### config.mk
export PLATFORM = sky130hd
export DESIGN_NAME = score_keeper
export DESIGN_NICKNAME = d
export VERILOG_FILES = /design/src/rtl/score_pkg.sv /design/src/rtl/score_keeper_bcd_counter4.sv /design/src/rtl/score_keeper.sv
export SDC_FILE = /design/constraint.sdc
export NUM_CORES = 1
export LEC_CHECK = 0
export ABC_AREA = 1
export ABC_CLOCK_PERIOD_IN_PS = 1800
export BUFFER_PORTS_ARGS = -buffer_cell sky130_fd_sc_hd__buf_4
export CORE_MARGIN = 4
export CORE_UTILIZATION = 25
export DETAILED_ROUTE_END_ITERATION = 12
export PLACE_DENSITY = 0.43
export SLEW_MARGIN = 20
export SYNTH_ARGS = -nofsm -noshare
export SYNTH_HDL_FRONTEND = slang
export SYNTH_SLANG_ARGS = --single-unit
### constraint.sdc
create_clock -name clk -period 1.8 [get_ports clk]
set_clock_uncertainty 0.15 [all_clocks]
set_input_delay 0.27 -clock clk [delete_from_list [all_inputs] [get_ports clk]]
set_output_delay 0.27 -clock clk [all_outputs]
set_load 0.02 [all_outputs]
### src/rtl/score_pkg.sv
// score_pkg: shared definitions for the dinosaur-game score engine.
//   state_t       : game FSM encodings (IDLE/RUN/OVER)
//   BCD_MAX       : saturating value of the 4-digit packed BCD score
//   BCD_DIGIT_MAX : largest legal BCD digit
//   clog2()       : width helper for the score prescaler
package score_pkg;

  typedef enum logic [1:0] {
    ST_IDLE = 2'd0,
    ST_RUN  = 2'd1,
    ST_OVER = 2'd2
  } state_t;

  localparam logic [15:0] BCD_MAX       = 16'h9999;
  localparam logic [3:0]  BCD_DIGIT_MAX = 4'd9;

  function automatic int unsigned clog2(input int unsigned v);
    int unsigned r;
    int unsigned x;
    r = 0;
    x = v - 1;
    while (x > 0) begin
      r++;
      x = x >> 1;
    end
    return r;
  endfunction

endpackage

### src/rtl/score_keeper_bcd_counter4.sv
// bcd_counter4: 4-digit packed BCD up-counter that saturates at 9999.
// Ports:
//   clk, rst_n : clock, asynchronous active-low reset
//   clr        : synchronous clear (priority over inc)
//   inc        : add one in BCD on this edge
//   q[15:0]    : {thousands, hundreds, tens, ones}
//   at_max     : high while q == 9999
module bcd_counter4
  import score_pkg::*;
(
  input  logic        clk,
  input  logic        rst_n,
  input  logic        clr,
  input  logic        inc,
  output logic [15:0] q,
  output logic        at_max
);

  logic [15:0] r_q;
  logic [15:0] w_next;
  logic        w_carry;

  // Ripple the +1 through the digits; a 9 with carry-in rolls to 0.
  always_comb begin
    w_next  = r_q;
    w_carry = 1'b1;
    for (int unsigned i = 0; i < 4; i++) begin
      if (w_carry) begin
        if (r_q[4*i +: 4] == BCD_DIGIT_MAX) begin
          w_next[4*i +: 4] = 4'd0;
        end else begin
          w_next[4*i +: 4] = r_q[4*i +: 4] + 4'd1;
          w_carry          = 1'b0;
        end
      end
    end
  end

  always_ff @(posedge clk or negedge rst_n) begin
    if (!rst_n) begin
      r_q <= '0;
    end else if (clr) begin
      r_q <= '0;
    end else if (inc && !at_max) begin
      r_q <= w_next;
    end
  end

  assign q      = r_q;
  assign at_max = (r_q == BCD_MAX);

endmodule

### src/rtl/score_keeper.sv
// score_keeper: game-score engine for the dinosaur game.
// Counts run time as a 4-digit packed BCD score, runs the IDLE/RUN/OVER FSM,
// tracks the best score and derives a speed level.
// Ports:
//   clk, rst_n  : 100 MHz clock, asynchronous active-low reset
//   start       : debounced jump button (rising edge used)
//   collision   : high while the dino overlaps an obstacle
//   score       : packed BCD score
//   hi_score    : packed BCD best score since reset
//   running     : high in RUN
//   game_over   : high in OVER
//   speed_level : min(thousands / SPEED_STEP, 7)
//   saturated   : high while score == 9999
// Build option: define SCORE_HISCORE_EN to include the high-score register;
// otherwise hi_score is tied to zero.
module score_keeper
  import score_pkg::*;
#(
  parameter int unsigned TICK_DIV   = 10_000_000,
  parameter logic [3:0]  SPEED_STEP = 4'd1
) (
  input  logic        clk,
  input  logic        rst_n,
  input  logic        start,
  input  logic        collision,
  output logic [15:0] score,
  output logic [15:0] hi_score,
  output logic        running,
  output logic        game_over,
  output logic [2:0]  speed_level,
  output logic        saturated
);

  localparam int unsigned PW = (clog2(TICK_DIV) < 1) ? 1 : clog2(TICK_DIV);
  localparam logic [PW-1:0] PRESC_LAST = PW'(TICK_DIV - 1);

  state_t        r_state;
  logic [PW-1:0] r_presc;
  logic          r_start_q;
  logic          r_running;
  logic          r_game_over;
  logic [2:0]    r_speed;

  logic          w_start_rise;
  logic          w_tick;
  logic          w_clr;
  logic          w_inc;
  logic [15:0]   w_score;
  logic          w_at_max;
  logic [3:0]    w_thou_div;

  assign w_start_rise = start & ~r_start_q;
  assign w_tick       = (r_state == ST_RUN) && (r_presc == PRESC_LAST);
  // Score is forced to zero throughout IDLE and on a restart from OVER.
  assign w_clr        = (r_state == ST_IDLE) || ((r_state == ST_OVER) && w_start_rise);
  // A collision on the tick cycle suppresses that point.
  assign w_inc        = w_tick && !collision;

  bcd_counter4 u_score (
    .clk    (clk),
    .rst_n  (rst_n),
    .clr    (w_clr),
    .inc    (w_inc),
    .q      (w_score),
    .at_max (w_at_max)
  );

  always_ff @(posedge clk or negedge rst_n) begin
    if (!rst_n) begin
      r_state     <= ST_IDLE;
      r_presc     <= '0;
      r_start_q   <= 1'b0;
      r_running   <= 1'b0;
      r_game_over <= 1'b0;
    end else begin
      r_start_q <= start;
      case (r_state)
        ST_IDLE: begin
          r_presc <= '0;
          if (w_start_rise) begin
            r_state   <= ST_RUN;
            r_running <= 1'b1;
          end
        end
        ST_RUN: begin
          r_presc <= w_tick ? '0 : r_presc + 1'b1;
          if (collision) begin
            r_state     <= ST_OVER;
            r_running   <= 1'b0;
            r_game_over <= 1'b1;
          end
        end
        ST_OVER: begin
          if (w_start_rise) begin
            r_state     <= ST_RUN;
            r_presc     <= '0;
            r_running   <= 1'b1;
            r_game_over <= 1'b0;
          end
        end
        default: begin
          r_state     <= ST_IDLE;
          r_presc     <= '0;
          r_running   <= 1'b0;
          r_game_over <= 1'b0;
        end
      endcase
    end
  end

  assign w_thou_div = w_score[15:12] / SPEED_STEP;

  // Registered from the counter output, so it trails a score change by one cycle.
  always_ff @(posedge clk or negedge rst_n) begin
    if (!rst_n) begin
      r_speed <= '0;
    end else if (r_state == ST_IDLE) begin
      r_speed <= '0;
    end else begin
      r_speed <= (w_thou_div > 4'd7) ? 3'd7 : w_thou_div[2:0];
    end
  end

`ifdef SCORE_HISCORE_EN
  logic [15:0] r_hi;

  // Packed BCD orders the same as binary, so a plain compare suffices.
  always_ff @(posedge clk or negedge rst_n) begin
    if (!rst_n) begin
      r_hi <= '0;
    end else if ((r_state == ST_RUN) && collision && (w_score > r_hi)) begin
      r_hi <= w_score;
    end
  end

  assign hi_score = r_hi;
`else
  assign hi_score = '0;
`endif

  assign score       = w_score;
  assign running     = r_running;
  assign game_over   = r_game_over;
  assign speed_level = r_speed;
  assign saturated   = w_at_max;

endmodule

==> Word-level counts from Yosys, hierarchy flattened <==
Index checks and enable logic that the tools add are counted.
{ "classes": {"multipliers": 0, "n_div": 0, "add_sub_neg": 5, "bitwise": 3, "n_eq_ne": 11, "n_mux": 28, "shifts": 0, "order_cmp": 1, "reduce_logical": 18} }
{ "ops": {"columns": ["op", "n"], "rows": [
  ["two-way mux 24 bit", 2],
  ["one-hot mux 24 bit (2 select lines)", 1],
  ["two-way mux 16 bit", 2],
  ["two-way mux 4 bit", 7],
  ["adder 24 x 1 -> 24 bit (second input constant)", 1],
  ["== test 24 bit (second input constant)", 1],
  ["adder 4 x 1 -> 4 bit (second input constant)", 4],
  ["== test 16 bit (second input constant)", 1],
  ["== test 4 bit (second input constant)", 4],
  ["two-way mux 1 bit", 9],
  ["AND reduction 2 bit", 4],
  ["nonzero test 2 bit", 4],
  ["two-way mux 3 bit", 2],
  ["> comparator 4 x 3 -> 1 bit (second input constant)", 1],
  ["logical AND 1 bit", 4],
  ["two-way mux 2 bit", 2],
  ["inequality test 2 bit (second input constant)", 2],
  ["one-hot mux 2 bit (2 select lines)", 1],
  ["one-hot mux 1 bit (3 select lines)", 1],
  ["AND reduction 3 bit", 1],
  ["== test 2 x 1 -> 1 bit (second input constant)", 1],
  ["== test 2 bit (second input constant)", 1],
  ["zero test 1 bit", 2],
  ["zero test 2 bit", 1],
  ["other kinds (6)", 7]
]} }
{ "word_totals": {"n_memories": 0, "mem_bits_rw": 0, "latch_bits": 0, "romBits": 0, "ff_bits": 48} }

==> Longest topological paths before layout <==
{ "logic_depth": {"word_depth": 7, "ltp_mapped": 12} }

==> Cells and area by module <==
Synthesis repeated with hierarchy kept, for this count alone.
{ "unflattened": {"hier_cells": 426, "area_unflattened_um2": 3091.7} }
{ "by_module_without_submodules": {"columns": ["module", "cells_per_inst", "n_inst", "area_per_inst_um2"], "rows": [
  ["score_keeper", 302, 1, 2099.5],
  ["bcd_counter4", 124, 1, 992.2]
]} }

==> Worst setup path before layout <==
OpenSTA, ideal clock, no wires.
{ "synth_timing": {"path_type": "register -> register", "from": "register u_score.r_q[1] (netlist: u_score.q[1])", "to": "register u_score.r_q[10] (netlist: u_score.q[10])", "stages_incl_launch_ff": 13, "arrival_ns": 1.835, "path_buffers": 1, "required_ns": 1.532, "path_slack_ns": -0.303, "cell_sequence": "dfrtp_1 inv_1 ha_1 nand2_1 nor2_1 nand3_1 nor2_1 nor2_1 nand2_2 nand2_2 buf_6 nand3_1 nand2_1"} }
{ "synth_between": {"elab_chain_cells": 5, "word_cells_on_any_way": 9, "cone_classes": "2 x eq/ne; 2 x mux; 5 x reduce/logical"} }
{ "synth_lines": {"columns": ["item", "line_no", "text"], "rows": [
  ["start: declaration", "score_keeper_bcd_counter4.sv:19", "logic [15:0] r_q;"],
  ["start signal: assignment", "score_keeper_bcd_counter4.sv:45", "r_q <= w_next;"],
  ["== test 16 bit", "score_keeper_bcd_counter4.sv:50", "assign at_max = (r_q == BCD_MAX);"],
  ["named net saturated", "score_keeper.sv:31", "output logic saturated"],
  ["zero test 1 bit", "score_keeper_bcd_counter4.sv:44", "end else if (inc && !at_max) begin"],
  ["logical AND 1 bit", "score_keeper_bcd_counter4.sv:44", null],
  ["nonzero test 2 bit (no line)", null, null],
  ["AND reduction 2 bit (no line)", null, null]
]} }
The timed path passes the listed nets, and every way through them passes these cells.
A chain may end at the register's enable or synchronous reset.

==> Worst setup path after layout <==
{ "layout_timing": {"from": "register u_score.r_q[9] (netlist: u_score.q[9])", "to": "output port saturated"} }
{ "layout_between": {"elab_chain_cells": 1} }
{ "layout_lines": {"columns": ["item", "line_no"], "rows": [
  ["== test 16 bit", "score_keeper_bcd_counter4.sv:50"],
  ["end: declaration", "score_keeper.sv:31"]
]} }
No other way between the ends.

==> results.json <==
{
  "placed_cells": 639,
  "vias": 2910,
  "violations": "negative setup slack",
  "endpoint_kind": "primary output",
  "layout.nets": 528,
  "arrival_ns": 1.53,
  "min-delay-path-class": "in -> reg",
  "max-cap-violations": 0,
  "die_w_um": 116.8,
  "crit_path_max_fanout": 2,
  "r2r_cells": 13,
  "synth_top_area_share_pct": 40.61,
  "port-buffer-count": 25,
  "cts_buffer_depth": 2,
  "crit_type": "reg -> out",
  "ys_ff_latch": 48,
  "ys_types": 33,
  "final-max-slew-violation-count": 0,
  "final_core_util_pct": 39.06,
  "htree_levels": 2,
  "n_antenna_cell": 0,
  "wl_per_cell_um": 12.26,
  "core_um2": 11520,
  "path_delay_family": "flip-flops",
  "grt_pass1_wl_mm": 13.97,
  "initial_utilization_pct": 25.68,
  "antenna_found_initial": 0,
  "yosysTopAreaCell": "dfrtp_1",
  "slowest_stage": "dfrtp_1",
  "clkTransAtPathRegs_ns": 0.07,
  "syn-mean-instance-area_um2": 7.395,
  "crit_path_start_kind": "flop",
  "syn_area_um2": 2958,
  "cp.depth": 8,
  "synth_edf_count": 0,
  "drive_gt1_share_pct": 39.53,
  "ioPinCount": 42,
  "clock_sinks": 48,
  "dp_hpwl_mm": 6.102,
  "drt-pass1-iter-count": 4,
  "min_period_ns": 1.950,
  "ys_warn_count": 0,
  "first_global_vias": 2953,
  "ir_worst_vdd_mv": 0.4944,
  "syn-instance-count": 400,
  "ant_nets": 0,
  "min_path_cells": 3,
  "path_cells": "inv_1 > ha_2 > nand2_2 > nor2_4 > nand3_4 > nor2_4 > buf_6 > buf_6",
  "yosys-top-cells-area": "dfrtp_1 (41%), nand2_1 (13%), nor2_1 (7.2%)",
  "power_density_nw_per_um2": 773.9,
  "synth_ff_type": "dfrtp_1",
  "ys_seq_area_share_pct": 40.61,
  "worstPathRequired_ns": 1.38,
  "critPathMaxStageDelay_ns": 0.39,
  "via_per_inst": 4.416,
  "setup_violations": 12,
  "drtIter0Drc": 103,
  "pre_cts_slack_ns": -0.2354,
  "clkLatencyLatePin_ns": 0.30,
  "hold_viol_final": 0,
  "gp_congestion": 0.8094,
  "min_period_over_period_pct": 108.3,
  "die_area_um2": 13640,
  "die_h_um": 116.8,
  "tns_ns": -0.5438,
  "grt_max_degree": 29,
  "fmax_mhz": 512.9,
  "p_leak_nw": 2.094,
  "synthArstFlopShare_pct": 100.0,
  "routed_wl_mm": 8.080,
  "cts_buffers": 5,
  "grtUsageTotal_pct": 12.84,
  "row_count": 39,
  "cp_num_buf_inv": 3,
  "layout_setup_ws_ns": -0.1497,
  "drc": 0,
  "cts_root_buffer": "clkbuf_16",
  "cts_tree": "built",
  "hold_slack_ns": 0.09285,
  "area_delta_synth_final_pct": 52.07,
  "layoutNonFillerInstCount": 659,
  "overflow": 0,
  "rsz0062_at_grt": "true",
  "status": "finished, violations left"
}
cell families (layout without fill, tap and decap cells):
family                     after synthesis  count (layout)  synth area share (%)
adders and majority gates                9               9                 3.807
buffers and inverters                   67             168                 10.96
other                                    1              16                0.1268
xor gates and xnor gates                13              13                 3.849
and+or+nand+nor                        228             228                 33.97
AOI/OAI and AO/OA                       34              34                 6.684
DFF                                     48              48                 40.61
state kept, by name (all words and copies together) (netlist names):
name / flops
r_start_q: 1
speed_level: 3
running: 1
r_presc: 24
u_score.q: 16
r_state: 2
game_over: 1
worst register-to-register path: stages (launching register included):
cell and delay (ns):
dfrtp_1 0.39, inv_1 0.07, ha_2 0.17, nand2_2 0.07, nor2_4 0.11, nand3_4 0.09, nor2_4 0.11, buf_6 0.11
nor2_4 0.04, nand2_4 0.09, nand2_8 0.09, buf_6 0.16, nand3_2 0.05, nand2_1 0.05
power by group:
group,switching [W],internal [W]
clock network,0.000454,0.000654
logic,0.000642,0.000478
registers,0.0000811,0.00117
metrics by stage:
| stage | cell area, µm² | total power [W] |
|---|---|---|
| 4_1_cts | 4290 | 0.003449 |
| 6_report | 4498 | 0.003481 |
| 3_5_place_dp | 3854 | 0.002164 |
| 5_1_grt | 4498 | 0.003711 |
| 2_1_floorplan | 3052 | 0.001761 |
| 3_3_place_gp | 3854 | 0.002159 |
final timing paths:
check	startpoint	end	slack [ns]
hold / removal	collision	r_state[1]$_DFFE_PN0P_	0.09
setup / recovery	u_score.q[9]$_DFFE_PN0P_	saturated	-0.15
max in group asynchronous	rst_n	r_state[1]$_DFFE_PN0P_	0.77
min in group asynchronous	rst_n	r_presc[18]$_DFFE_PN0P_	0.26
setup reg to reg	u_score.q[9]$_DFFE_PN0P_	u_score.q[8]$_DFFE_PN0P_	-0.06
hold reg to reg	running$_DFFE_PN0P_	running$_DFFE_PN0P_	0.33
cell usage after synthesis, types with 2 or more instances:
library cell	n
xor2_1	9
nor2_1	57
o21ai_1	2
a31oi_1	2
a21oi_1	7
nand3_2	2
xnor2_1	4
o21ai_0	17
inv_1	44
nand2_2	3
nand3_1	35
dfrtp_1	48
nand2_1	99
buf_4	17
ha_1	9
nand4_1	9
inv_2	2
nor2_2	6
nor3_1	13
nor3b_1	2
layout by cell type (no fill, tap or decap), types with 2 or more instances in the layout:
cell           count
nand3_1           23
nor3_2             5
nand2_1           82
inv_2              5
o21ai_0           11
nor2_1            43
clkbuf_16          5
clkinv_2           2
inv_1             39
o21ai_2            4
nor3_1             8
dfrtp_2            6
buf_4             98
o21ai_1            5
xor2_1             9
nor2_2             4
buf_6             12
nand2_2           16
ha_4               3
ha_1               5
conb_1            16
nand3_2           10
nand3_4            4
nand2_4            3
nor2_4            17
a31oi_1            2
nand4_1            9
xnor2_1            4
dfrtp_1           42
dlygate4sd3_1      2
a21oi_1            7
layout make-up:
type                            count  area, µm²
Clock buffer                        5      125.1
Clock inverter                      3      42.54
Fill cell                        1223       7018
Inverter                           47      185.2
Multi-Input combinational cell    300       1847
Sequential cell                    48       1209
Tap cell                          143      178.9
Timing Repair Buffer              113      910.9
repair_timing:
action / in CTS / in global routing
setup endpoints to repair: 35 / 34
resized for setup: 51 / 53
hold buffers: 2 / 0
pin swaps: 21 / 19
buffers inserted: 7 / 3
endpoints found under the hold margin: 21 / 0
metal layers:
metal	global-route usage, %	vias up	routed length, µm
met5	0	-	0
met1	17.28	1382	3798
met2	20.59	44	3894
met3	3.342	8	301
li1	-	1476	-
met4	3.287	0	85
(Power assumes the default switching activity.)
